<file path="src/rtl/loader_pkg.sv">
// Shared types for the serial program loader: state enums and opcodes.
// Used by uart_rx_os and uart_frame_loader.
package loader_pkg;

    typedef enum logic [1:0] {
        RX_IDLE,
        RX_START,
        RX_DATA,
        RX_STOP
    } rx_state_t;

    typedef enum logic [1:0] {
        EN_IDLE,
        EN_LATCH,
        EN_WRITE,
        EN_INC
    } eng_state_t;

    typedef enum logic [2:0] {
        C_CMD,
        C_ADDR,
        C_LEN,
        C_DATA,
        C_SUM
    } cmd_state_t;

    localparam logic [7:0] OP_ADDR  = 8'h41;
    localparam logic [7:0] OP_WRITE = 8'h57;

    // Bytes needed to carry an address of width w.
    function automatic int addr_bytes(input int w);
        return (w + 7) / 8;
    endfunction

endpackage

</file>
<file path="src/rtl/uart_frame_loader_if.sv">
// Memory write port and status flags of the loader.
// master: loader drives adr/data/write/busy/done/err_*; slave: observer.
interface uart_frame_loader_if #(
    parameter int ADR_W = 21
);
    logic [ADR_W-1:0] adr;
    logic [7:0]       data;
    logic             write;
    logic             busy;
    logic             done;
    logic             err_cksum;
    logic             err_frame;
    logic             err_ovr;

    modport master (
        output adr, data, write, busy, done,
        output err_cksum, err_frame, err_ovr
    );

    modport slave (
        input adr, data, write, busy, done,
        input err_cksum, err_frame, err_ovr
    );
endinterface

</file>
<file path="src/rtl/uart_rx_os.sv">
// Oversampling 8N1 receiver with 2-FF synchroniser and glitch rejection.
// Ports: clk, reset_n, rx in; rx_valid/rx_ferr pulses, rx_byte out.
module uart_rx_os
    import loader_pkg::*;
#(
    parameter int OSR = 12
) (
    input  logic       clk,
    input  logic       reset_n,
    input  logic       rx,
    output logic       rx_valid,
    output logic [7:0] rx_byte,
    output logic       rx_ferr
);
    localparam int CW = $clog2(OSR);
    localparam logic [CW-1:0] HALF = CW'(OSR / 2 - 1);
    localparam logic [CW-1:0] FULL = CW'(OSR - 1);

    logic            s1_q, s2_q;
    rx_state_t       st_q;
    logic [CW-1:0]   cnt_q;
    logic [2:0]      bit_q;
    logic [7:0]      sh_q;

    assign rx_byte = sh_q;

    always_ff @(posedge clk or negedge reset_n) begin
        if (!reset_n) begin
            s1_q     <= 1'b1;
            s2_q     <= 1'b1;
            st_q     <= RX_IDLE;
            cnt_q    <= '0;
            bit_q    <= '0;
            sh_q     <= '0;
            rx_valid <= 1'b0;
            rx_ferr  <= 1'b0;
        end else begin
            s1_q     <= rx;
            s2_q     <= s1_q;
            rx_valid <= 1'b0;
            rx_ferr  <= 1'b0;
            case (st_q)
                RX_IDLE: begin
                    if (!s2_q) begin
                        st_q  <= RX_START;
                        cnt_q <= '0;
                    end
                end
                RX_START: begin
                    // Mid-start check: a short low pulse is a glitch.
                    if (cnt_q == HALF) begin
                        cnt_q <= '0;
                        bit_q <= '0;
                        st_q  <= s2_q ? RX_IDLE : RX_DATA;
                    end else begin
                        cnt_q <= cnt_q + 1'b1;
                    end
                end
                RX_DATA: begin
                    if (cnt_q == FULL) begin
                        cnt_q <= '0;
                        sh_q  <= {s2_q, sh_q[7:1]};
                        bit_q <= bit_q + 1'b1;
                        if (bit_q == 3'd7) st_q <= RX_STOP;
                    end else begin
                        cnt_q <= cnt_q + 1'b1;
                    end
                end
                RX_STOP: begin
                    if (cnt_q == FULL) begin
                        rx_valid <= s2_q;
                        rx_ferr  <= !s2_q;
                        st_q     <= RX_IDLE;
                    end else begin
                        cnt_q <= cnt_q + 1'b1;
                    end
                end
                default: st_q <= RX_IDLE;
            endcase
        end
    end
endmodule

</file>
<file path="src/rtl/uart_frame_loader.sv">
// Serial program loader: command FSM plus single-strobe write engine.
// Ports: clk, reset_n, rx in; bus (master) carries adr/data/write/flags.
module uart_frame_loader
    import loader_pkg::*;
#(
    parameter int ADR_W    = 21,
    parameter int OSR      = 12,
    parameter int WR_PULSE = 1,
    parameter int FRAMED   = 1
) (
    input  logic               clk,
    input  logic               reset_n,
    input  logic               rx,
    uart_frame_loader_if.master bus
);
    localparam int NAB = addr_bytes(ADR_W);
    localparam int WCW = (WR_PULSE > 1) ? $clog2(WR_PULSE) : 1;
    localparam logic [WCW-1:0] WLAST = WCW'(WR_PULSE - 1);

    logic       rx_valid;
    logic [7:0] rx_byte;
    logic       rx_ferr;

    uart_rx_os #(.OSR(OSR)) u_rx (
        .clk      (clk),
        .reset_n  (reset_n),
        .rx       (rx),
        .rx_valid (rx_valid),
        .rx_byte  (rx_byte),
        .rx_ferr  (rx_ferr)
    );

    eng_state_t       eng_q;
    cmd_state_t       cmd_q;
    logic [ADR_W-1:0] adr_q;
    logic [ADR_W-1:0] stage_q;
    logic [ADR_W-1:0] stage_nx;
    logic [7:0]       data_q;
    logic             write_q;
    logic [WCW-1:0]   wcnt_q;
    logic [3:0]       ab_q;
    logic [8:0]       rem_q;
    logic [7:0]       sum_q;
    logic             done_q;
    logic             err_cksum_q;
    logic             err_frame_q;
    logic             err_ovr_q;

    // Drop the incoming address byte into its slot; bits past ADR_W fall off.
    always_comb begin
        stage_nx = stage_q;
        for (int b = 0; b < 8; b++) begin
            if (int'(ab_q) * 8 + b < ADR_W)
                stage_nx[int'(ab_q) * 8 + b] = rx_byte[b];
        end
    end

    always_ff @(posedge clk or negedge reset_n) begin
        if (!reset_n) begin
            eng_q       <= EN_IDLE;
            cmd_q       <= C_CMD;
            adr_q       <= '0;
            stage_q     <= '0;
            data_q      <= '0;
            write_q     <= 1'b0;
            wcnt_q      <= '0;
            ab_q        <= '0;
            rem_q       <= '0;
            sum_q       <= '0;
            done_q      <= 1'b0;
            err_cksum_q <= 1'b0;
            err_frame_q <= 1'b0;
            err_ovr_q   <= 1'b0;
        end else begin
            done_q <= 1'b0;
            if (rx_ferr) err_frame_q <= 1'b1;

            case (eng_q)
                EN_LATCH: begin
                    eng_q   <= EN_WRITE;
                    write_q <= 1'b1;
                    wcnt_q  <= '0;
                end
                EN_WRITE: begin
                    if (wcnt_q == WLAST) begin
                        write_q <= 1'b0;
                        eng_q   <= EN_INC;
                    end else begin
                        wcnt_q <= wcnt_q + 1'b1;
                    end
                end
                EN_INC: begin
                    adr_q <= adr_q + 1'b1;
                    eng_q <= EN_IDLE;
                end
                default: ;
            endcase

            // A byte only lands when the engine is idle, so the engine
            // case above never competes with these assignments.
            if (rx_valid) begin
                if (eng_q != EN_IDLE) begin
                    err_ovr_q <= 1'b1;
                end else if (FRAMED == 0) begin
                    data_q <= rx_byte;
                    eng_q  <= EN_LATCH;
                end else begin
                    case (cmd_q)
                        C_CMD: begin
                            unique case (1'b1)
                                (rx_byte == OP_ADDR): begin
                                    cmd_q <= C_ADDR;
                                    ab_q  <= '0;
                                end
                                (rx_byte == OP_WRITE): cmd_q <= C_LEN;
                                default: ;
                            endcase
                        end
                        C_ADDR: begin
                            stage_q <= stage_nx;
                            ab_q    <= ab_q + 1'b1;
                            if (ab_q == 4'(NAB - 1)) begin
                                adr_q <= stage_nx;
                                cmd_q <= C_CMD;
                            end
                        end
                        C_LEN: begin
                            rem_q <= (rx_byte == 8'd0) ? 9'd256
                                                       : {1'b0, rx_byte};
                            sum_q <= '0;
                            cmd_q <= C_DATA;
                        end
                        C_DATA: begin
                            data_q <= rx_byte;
                            eng_q  <= EN_LATCH;
                            sum_q  <= sum_q + rx_byte;
                            rem_q  <= rem_q - 9'd1;
                            if (rem_q == 9'd1) cmd_q <= C_SUM;
                        end
                        C_SUM: begin
                            if (rx_byte == sum_q) done_q <= 1'b1;
                            else err_cksum_q <= 1'b1;
                            cmd_q <= C_CMD;
                        end
                        default: cmd_q <= C_CMD;
                    endcase
                end
            end
        end
    end

    assign bus.adr       = adr_q;
    assign bus.data      = data_q;
    assign bus.write     = write_q;
    assign bus.busy      = (cmd_q != C_CMD) || (eng_q != EN_IDLE);
    assign bus.done      = done_q;
    assign bus.err_cksum = err_cksum_q;
    assign bus.err_frame = err_frame_q;
    assign bus.err_ovr   = err_ovr_q;
endmodule
</file>
<file path="src/flat_wrapper.sv">
// flat-port wrapper written by rule: the top's interface ports become plain ports
module uart_frame_loader_flat import loader_pkg::*;
#(
    parameter int ADR_W    = 21,
    parameter int OSR      = 12,
    parameter int WR_PULSE = 1,
    parameter int FRAMED   = 1
)
  (clk, reset_n, rx, bus_adr, bus_data, bus_write, bus_busy, bus_done, bus_err_cksum, bus_err_frame, bus_err_ovr);
  uart_frame_loader_if #(.ADR_W(ADR_W)) bus_i ();
  input  logic clk;
  input  logic reset_n;
  input  logic rx;
  output wire logic [$bits(bus_i.adr)-1:0] bus_adr;
  output wire logic [$bits(bus_i.data)-1:0] bus_data;
  output wire logic [$bits(bus_i.write)-1:0] bus_write;
  output wire logic [$bits(bus_i.busy)-1:0] bus_busy;
  output wire logic [$bits(bus_i.done)-1:0] bus_done;
  output wire logic [$bits(bus_i.err_cksum)-1:0] bus_err_cksum;
  output wire logic [$bits(bus_i.err_frame)-1:0] bus_err_frame;
  output wire logic [$bits(bus_i.err_ovr)-1:0] bus_err_ovr;
  assign bus_adr = bus_i.adr;
  assign bus_data = bus_i.data;
  assign bus_write = bus_i.write;
  assign bus_busy = bus_i.busy;
  assign bus_done = bus_i.done;
  assign bus_err_cksum = bus_i.err_cksum;
  assign bus_err_frame = bus_i.err_frame;
  assign bus_err_ovr = bus_i.err_ovr;
  uart_frame_loader #(.ADR_W(ADR_W), .OSR(OSR), .WR_PULSE(WR_PULSE), .FRAMED(FRAMED)) u_core (.clk(clk), .reset_n(reset_n), .rx(rx), .bus(bus_i));
endmodule
</file>
<file path="config.mk">
export PLATFORM = sky130hd
export DESIGN_NAME = uart_frame_loader_flat
export DESIGN_NICKNAME = d
export VERILOG_FILES = /design/src/rtl/loader_pkg.sv /design/src/rtl/uart_frame_loader_if.sv /design/src/rtl/uart_rx_os.sv /design/src/rtl/uart_frame_loader.sv /design/src/flat_wrapper.sv
export SDC_FILE = /design/constraint.sdc
export NUM_CORES = 1
export LEC_CHECK = 0
export BUFFER_PORTS_ARGS = -buffer_cell sky130_fd_sc_hd__buf_2
export CAP_MARGIN = 20
export CORE_MARGIN = 2
export CORE_UTILIZATION = 61
export DETAILED_ROUTE_END_ITERATION = 16
export HOLD_SLACK_MARGIN = 0.1
export PLACE_DENSITY = 0.8
export SYNTH_ARGS = -nofsm -noshare
export SYNTH_HDL_FRONTEND = slang
export SYNTH_SLANG_ARGS = --single-unit
</file>
<file path="constraint.sdc">
create_clock -name clk -period 2.26 [get_ports clk]
set_input_delay 0.113 -clock clk [delete_from_list [all_inputs] [get_ports clk]]
set_output_delay 0.113 -clock clk [all_outputs]
set_load 0.01 [all_outputs]
</file>
Yosys cells after proc, flatten, opt, wreduce, memory -nomap -nowiden:

Cells that the tools add are included.

* $add $sub $neg: 14
* equal/unequal tests: 29
* $lt $le $gt $ge: 24
* bitwise operators: 2
* reduce and logical (&&, ||, !) cells: 31
* mux-type cells: 78

Operator list (number)
* 2-to-1 mux 21 bit: 13
* >= comparator 32 x 1 -> 1 bit (second input constant): 7
* less-than comparator 32 x 7 -> 1 bit (second input constant): 7
* less-than comparator 32 x 6 -> 1 bit (second input constant): 6
* bitwise mux 21 bit: 8
* demux 1 bit (select 5 bit): 7
* adder 7 x 3 -> 8 bit (second input constant): 4
* adder 21 x 1 -> 21 bit (second input constant): 1
* 2-to-1 mux 2 bit: 10
* 2-to-1 mux 4 bit: 5
* 2-to-1 mux 1 bit: 18
* one-hot mux 9 bit (2 select lines): 1
* adder 7 x 2 -> 8 bit (second input constant): 2
* equality test 8 x 7 -> 1 bit (second input constant): 2
* one-hot mux 4 bit (4 select lines): 1
* one-hot mux 8 bit (2 select lines): 1
* != test 2 bit (second input constant): 7
* 2-to-1 mux 3 bit: 4
* one-hot mux 3 bit (2 select lines): 2
* one-hot mux 3 bit (4 select lines): 1
* AND reduction 3 bit: 4
* AND reduction 5 bit: 2
* nonzero test 2 bit: 5
* equality test 9 x 1 -> 1 bit (second input constant): 1
* other kinds (37): 59

* input port bits: 3
* register bits after elaboration: 103
* word-level logic and storage cells: 200

Longest topological paths before layout:

Gate-level depths: netlist of run 1.

* depth in word-level cells: 24
* mapped depth: 9
* gate-level depth less buffers: 7

Hierarchy:

Synthesis of run 1 repeated with hierarchy kept, for this count alone.

* cell total of the unflattened synthesis: 531
* area, all modules: 5517.8 sq um

By module, submodules not included
* uart_frame_loader: times used 1, area each 4466.8 sq um, cells an instance 452
* uart_rx_os: times used 1, area each 1051.0 sq um, cells an instance 79

Worst setup path after synthesis of run 1:

Ideal clock, no wire load.

* path kind: reg-to-reg
* start point: register u_core.eng_q[0]
* end point: register u_core.stage_q[5]
* data required time: 2.135 ns
* cell stages (with the launch flop): 8
* buffers on the path: 1
* library setup time: 0.125 ns
* clock period less this slack: 1.964 ns
* data arrival time: 1.840 ns
* path slack: 0.296 ns
* path through: dfrtp_1 > inv_1 > ha_1 > nand3b_1 > nand2b_1 > buf_2 > nor3_1 > mux2_2

* longest elaborated chain between the ends: 3

RTL lines
* start, declared: line uart_frame_loader.sv:33 `eng_state_t eng_q;`
* start signal, assigned: line uart_frame_loader.sv:60 `eng_q <= EN_IDLE;`
* start signal, assigned: line uart_frame_loader.sv:80 `eng_q <= EN_WRITE;`
* start signal, assigned: line uart_frame_loader.sv:87 `eng_q <= EN_INC;`
* nonzero test 2 bit: line uart_frame_loader.sv:102 `if (eng_q != EN_IDLE) begin`
* inverter 1 bit (no line)
* AND reduction 3 bit (no line)
* end signal, assigned: line uart_frame_loader.sv:120 `stage_q <= stage_nx;`
* end, declared: line uart_frame_loader.sv:36 `logic [ADR_W-1:0] stage_q;`

Every way passes these cells.
A chain may end at the register's enable or synchronous reset.

Worst setup path after layout of run 1:

* start point: register u_core.rem_q[1]
* end point: register u_core.cmd_q[1]

* longest elaborated chain between the ends: 3

RTL lines
* start, declared: line uart_frame_loader.sv:42 `logic [8:0] rem_q;`
* start signal, assigned: line uart_frame_loader.sv:128 `rem_q <= (rx_byte == 8'd0) ? 9'd256`
* start signal, assigned: line uart_frame_loader.sv:137 `rem_q <= rem_q - 9'd1;`
* equality test 9 x 1 -> 1 bit: line uart_frame_loader.sv:138 `if (rem_q == 9'd1) cmd_q <= C_SUM;`
* != test 2 x 1 -> 1 bit (no line)
* AND reduction 5 bit (no line)
* end signal, assigned: line uart_frame_loader.sv:138
* end signal, assigned: line uart_frame_loader.sv:143 `cmd_q <= C_CMD;`
* end signal, assigned: line uart_frame_loader.sv:145 `default: cmd_q <= C_CMD;`
* end, declared: line uart_frame_loader.sv:34 `cmd_state_t cmd_q;`

Every way passes these cells.

==> flow_metrics.env, run 1 <==
export IMPL_r2r_slack_ps=150
export IMPL_cts_made_buffers=9
export IMPL_initial_core_util_pct=62.32
export IMPL_grt_usage_pct=25.31
export IMPL_cts_tree="done"
export IMPL_synth_edf_count=0
export IMPL_tns_ps=0
export IMPL_run_status="complete, no violations"
export IMPL_die_x_microns=97.93
export IMPL_synth_top_family_by_area="simple AND/OR/NAND/NOR gates"
export IMPL_maxCapViolations=0
export IMPL_max_freq_mhz=474.4
export IMPL_postRouteAntennaNets=0
export IMPL_power_leakage_nw=3.079
export IMPL_dp_cells=659
export IMPL_drt_vias_per_instance=6.097
export IMPL_fillers=648
export IMPL_fin_cells=677
export IMPL_startpoint_type="flip-flop"
export IMPL_cp_end_kind="flip-flop"
export IMPL_io_buffers=37
export IMPL_wl_microns=11540
export IMPL_drc=0
export IMPL_timing_rr_end="u_core.cmd_q[1]$_DFFE_PN0P_"
export IMPL_synthArstFlopShare_pct=100.0
export IMPL_pre_cts_ws_ps=191.2
export IMPL_synthCells=520
export IMPL_fin_crit_sh_pct=93.26
export IMPL_hold_violations=0
export IMPL_worst_slew_pin_slew_ps=518.3
export IMPL_place_area_sq_mm=0.005783
export IMPL_reg2reg_depth=7
export IMPL_area_growth_pct=11.37
export IMPL_fin_hold_ws_ps=181.6
export IMPL_nNetsFinal=590
export IMPL_final_common_cell="dfrtp_1"
export IMPL_firstDrtPassIters=5
export IMPL_grt_overflow=0
export IMPL_avgSynthCellArea_sq_um=10.35
export IMPL_drive_gt1_share_pct=20.04
export IMPL_crit_required_ps=2550
export IMPL_htreeDepth=3
export IMPL_grt_max_degree=52
export IMPL_ys_seq_elements=102
export IMPL_synth_cell_types=49
export IMPL_clkTransAtPathRegs_ps=110
export IMPL_die_y_microns=97.93
export IMPL_ys_flop_type="dfrtp_1"
export IMPL_synth_fa_ha_area_share_pct=5.487
export IMPL_final_core_util_pct=69.40
export IMPL_die_area_sq_mm=0.009589
export IMPL_syn_area_sq_mm=0.005381
export IMPL_skew_ps=14.85
export IMPL_clk_latency_ps=370
export IMPL_crit_arrival_ps=2400
export IMPL_grt_pass1_vias=4118
export IMPL_wl_per_cell_microns=17.04
export IMPL_ctsHoldBuffers=2
export IMPL_synthMuxAreaShare_pct=12.97
export IMPL_layout_common_cells="100 x dfrtp_1, 50 x nand2_1, 36 x mux2i_1, 36 x buf_2, 33 x nor2_1"
export IMPL_grt_pass1_wl_microns=19820
export IMPL_cts_root_buffer="clkbuf_8"
export IMPL_yosys_area_share_xor_xnor_pct=4.232
export IMPL_drtIter0Drc=282
export IMPL_cts_sinks=102
export IMPL_finalSetupViolations=0
export IMPL_cp_max_fo=3
export IMPL_rsz0062_at_grt="false"
export IMPL_period_minus_slack_ps=2108
export IMPL_grt_antenna_before_repair=0
export IMPL_fp_row_count=34
export IMPL_finalWeightedCongestion=0.8691
export IMPL_ir_drop_v=0.0004565
export IMPL_ioPinCount=38
export IMPL_synth_simple_gate_area_share_pct=15.95
export IMPL_setup_ws_ps=152.3
export IMPL_regToRegStartpoint="u_core.rem_q[1]$_DFFE_PN0P_"
export IMPL_power_mw=3.526
export IMPL_post_cts_resize_count=0
export IMPL_diodes=0
export IMPL_syn_nets=546
export IMPL_dp_final_hpwl_microns=7979
export IMPL_slew_viol_final=0
export IMPL_cts_path_max_buffers=2
export IMPL_yosysSeqAreaShare_pct=47.48
export IMPL_dr_total_vias=4128
export IMPL_fin_area_sq_mm=0.005993
export IMPL_critPathKind="flip-flop to flip-flop"
export IMPL_yosysWarnings=0
export IMPL_core_area_sq_mm=0.008636
export IMPL_post_cts_buffers=0
export IMPL_hold_class="input port to asynchronous set/reset pin"
export IMPL_max_slew_margin_rel_pct=65.44
export IMPL_powerDensity_mw_per_mm2=588.3
export IMPL_synth_compound_area_share_pct=10.51
## layout make-up
cell class	count	area, sq um	share of cell area, %
Tap cell	108	135.1	2.255
Inverter	20	75.07	1.253
Timing Repair Buffer	60	390.4	6.514
Clock inverter	6	52.55	0.8768
Sequential cell	102	2555	42.63
Clock buffer	10	137.6	2.296
Multi-Input combinational cell	371	2648	44.18
## synth_stat cells, types with 6 or more instances
cell / number / area (sq um)
dfrtp_1: 100 / 2502
nand2_1: 50 / 187.7
mux2i_1: 36 / 360.4
nor2_1: 34 / 127.6
mux2_2: 30 / 337.8
clkbuf_1: 22 / 82.58
ha_1: 22 / 275.3
o21ai_0: 22 / 110.1
a21oi_1: 21 / 105.1
inv_1: 20 / 75.07
xor2_1: 18 / 157.7
nand3_1: 12 / 60.06
nand4_1: 12 / 75.07
nor3_1: 11 / 55.05
a21o_1: 8 / 60.06
xnor2_1: 8 / 70.07
a22o_1: 7 / 61.31
and3_1: 7 / 43.79
a211oi_1: 6 / 45.04
## worst max-delay path: stages (launching register included)
cell and delay [ps]:
dfrtp_1 390, inv_1 90, ha_1 140, or4b_1 420, or4b_1 520, a21oi_1 230
a31oi_1 120, a21oi_1 130
## state kept, by name, indices dropped and copies added (netlist names), named ones only
name / cells
u_core.eng_q: 2
u_core.stage_q: 21
u_core.bus.adr: 21
u_core.bus.err_cksum: 1
u_core.u_rx.cnt_q: 4
u_core.u_rx.st_q: 1
u_core.rem_q: 9
u_core.ab_q: 4
u_core.bus.write: 1
u_core.bus.data: 8
u_core.u_rx.s2_q: 1
u_core.sum_q: 8
u_core.u_rx.rx_ferr: 1
u_core.u_rx.bit_q: 3
u_core.bus.err_frame: 1
u_core.u_rx.s1_q: 1
u_core.bus.err_ovr: 1
u_core.u_rx.rx_valid: 1
u_core.bus.done: 1
u_core.cmd_q: 3
u_core.u_rx.rx_byte: 8
## cells by family after synthesis
kind of cell / Yosys count
AOI/OAI and AO/OA: 87
muxes: 66
and+or+nand+nor: 169
buffers and inverters: 47
DFF: 102
adders and majority gates: 23
xor gates and xnor gates: 26
## worst max path at each step
stage	startpoint	to	slack, ps	cells past startpoint
detailed placement	u_core.rem_q[1]$_DFFE_PN0P_	u_core.cmd_q[1]$_DFFE_PN0P_	190	7
CTS	u_core.rem_q[1]$_DFFE_PN0P_	u_core.cmd_q[1]$_DFFE_PN0P_	160	7
finish	u_core.rem_q[1]$_DFFE_PN0P_	u_core.cmd_q[1]$_DFFE_PN0P_	150	7
global route	u_core.rem_q[1]$_DFFE_PN0P_	u_core.cmd_q[1]$_DFFE_PN0P_	40	7
floorplan	u_core.eng_q[0]$_DFF_PN0_	u_core.stage_q[5]$_DFFE_PN0P_	300	7
global placement	u_core.rem_q[1]$_DFFE_PN0P_	u_core.cmd_q[0]$_DFFE_PN0P_	270	6
## power breakdown
part	internal (mW)	switching, mW
logic	0.167	0.217
registers	1.90	0.117
clock network	0.449	0.673
## routing by layer
metal	global-route usage [%]	up-vias	share of wire, %
li1	-	1934	-
met1	35.42	2060	45
met2	40.46	115	48
met3	3.794	19	4.6
met4	9.402	0	1.9
met5	0	-	0
Power figures use the tool's default switching activity.
==> run 2, diff against run 1 <==
- clock period: 2.26 -> 2.3 ns (I/O delays scaled with it)
==> flow_metrics.env, run 2 (synthesis gave the netlist of run 1 again) <==
export IMPL_run_status="complete, no violations"
export IMPL_power_mw=3.399
export IMPL_critPathKind="flip-flop to flip-flop"
export IMPL_cp_end_kind="flip-flop"
export IMPL_ioPinCount=38
export IMPL_die_x_microns=97.93
export IMPL_io_buffers=37
export IMPL_fin_cells=675
export IMPL_fin_crit_sh_pct=91.59
export IMPL_reg2reg_depth=7
export IMPL_grt_pass1_wl_microns=19590
export IMPL_drt_vias_per_instance=5.978
export IMPL_wl_per_cell_microns=16.81
export IMPL_ir_drop_v=0.0004572
export IMPL_grt_max_degree=51
export IMPL_dp_final_hpwl_microns=8182
export IMPL_hold_class="input port to asynchronous set/reset pin"
export IMPL_setup_ws_ps=193.5
export IMPL_area_growth_pct=10.81
export IMPL_tns_ps=0
export IMPL_post_cts_buffers=0
export IMPL_finalWeightedCongestion=0.9238
export IMPL_cts_made_buffers=9
export IMPL_initial_core_util_pct=62.32
export IMPL_clkTransAtPathRegs_ps=100
export IMPL_drive_gt1_share_pct=19.58
export IMPL_period_minus_slack_ps=2107
export IMPL_power_leakage_nw=3.044
export IMPL_drtIter0Drc=208
export IMPL_max_freq_mhz=474.7
export IMPL_hold_violations=0
export IMPL_max_slew_margin_rel_pct=65.56
export IMPL_cts_tree="done"
export IMPL_slew_viol_final=0
export IMPL_cts_path_max_buffers=2
export IMPL_cts_root_buffer="clkbuf_8"
export IMPL_rsz0062_at_grt="false"
export IMPL_layout_common_cells="100 x dfrtp_1, 50 x nand2_1, 36 x mux2i_1, 36 x buf_2, 33 x nor2_1"
export IMPL_core_area_sq_mm=0.008636
export IMPL_grt_pass1_vias=4069
export IMPL_fin_hold_ws_ps=192.5
export IMPL_worst_slew_pin_slew_ps=512.0
export IMPL_fp_row_count=34
export IMPL_cp_max_fo=8
export IMPL_grt_antenna_before_repair=0
export IMPL_drc=0
export IMPL_fillers=643
export IMPL_finalSetupViolations=0
export IMPL_dr_total_vias=4035
export IMPL_nNetsFinal=588
export IMPL_die_area_sq_mm=0.009589
export IMPL_skew_ps=11.77
export IMPL_ctsHoldBuffers=2
export IMPL_die_y_microns=97.93
export IMPL_postRouteAntennaNets=0
export IMPL_fin_area_sq_mm=0.005963
export IMPL_final_core_util_pct=69.05
export IMPL_maxCapViolations=0
export IMPL_grt_usage_pct=25.24
export IMPL_startpoint_type="flip-flop"
export IMPL_grt_overflow=0
export IMPL_place_area_sq_mm=0.005768
export IMPL_post_cts_resize_count=0
export IMPL_firstDrtPassIters=6
export IMPL_pre_cts_ws_ps=210.1
export IMPL_crit_required_ps=2560
export IMPL_wl_microns=11350
export IMPL_htreeDepth=3
export IMPL_powerDensity_mw_per_mm2=570.0
export IMPL_diodes=0
export IMPL_cts_sinks=102
export IMPL_clk_latency_ps=370
export IMPL_dp_cells=657
export IMPL_final_common_cell="dfrtp_1"
export IMPL_crit_arrival_ps=2370
==> run 2: changes by cell type in the layout (fill, tap and decap cells not counted) <==
cell / change
clkbuf_8: -1
inv_6: -2
clkinvlp_4: +4
clkbuf_1: +1
buf_4: -2
clkinv_4: -2
==> run 2: area by class of cell <==
cell class                 count  area [sq um]  area share [%]
clock buffer                  10         127.6           2.140
multi-input combinational    371          2648           44.40
inverter                      20         75.07           1.259
sequential                   102          2555           42.85
clock inverter                 6         47.55          0.7973
tap                          108         135.1           2.266
timing repair buffer          58         375.4           6.295
==> run 2: routing by layer <==
layer | wire length [microns] | GRT usage [%] | share of wire (%)
met1 | 5069 | 34.82 | 45
met2 | 5547 | 40.73 | 49
met3 | 534 | 4.223 | 4.7
met4 | 193 | 9.188 | 1.7
met5 | 0 | 0 | 0
==> run 2: path summary, 6_finish.rpt <==
check / start / endpoint / slack, ps
max: u_core.eng_q[0]$_DFF_PN0_ / u_core.stage_q[13]$_DFFE_PN0P_ / 190
min: reset_n / u_core.rem_q[0]$_DFFE_PN0P_ / 190
max reg2reg: u_core.eng_q[0]$_DFF_PN0_ / u_core.stage_q[13]$_DFFE_PN0P_ / 190
min reg2reg: u_core.u_rx.s1_q$_DFF_PN1_ / u_core.u_rx.s2_q$_DFF_PN1_ / 360
max in group asynchronous: reset_n / u_core.u_rx.s1_q$_DFF_PN1_ / 1360
min in group clk: u_core.u_rx.s1_q$_DFF_PN1_ / u_core.u_rx.s2_q$_DFF_PN1_ / 360
==> run 2: report_power, final <==
group | switching, mW | total [mW] | internal, mW
Clock | 0.640 | 1.04 | 0.399
Combinational | 0.213 | 0.379 | 0.166
Sequential | 0.112 | 1.98 | 1.87
Total | 0.965 | 3.40 | 2.43
==> run 2: worst max-delay path: stages, from the launching register on <==
cell,delay [ps]
dfrtp_1,390
inv_1,110
ha_1,260
nand3b_1,120
nand2b_1,270
buf_4,220
nor3_1,260
mux2_2,380
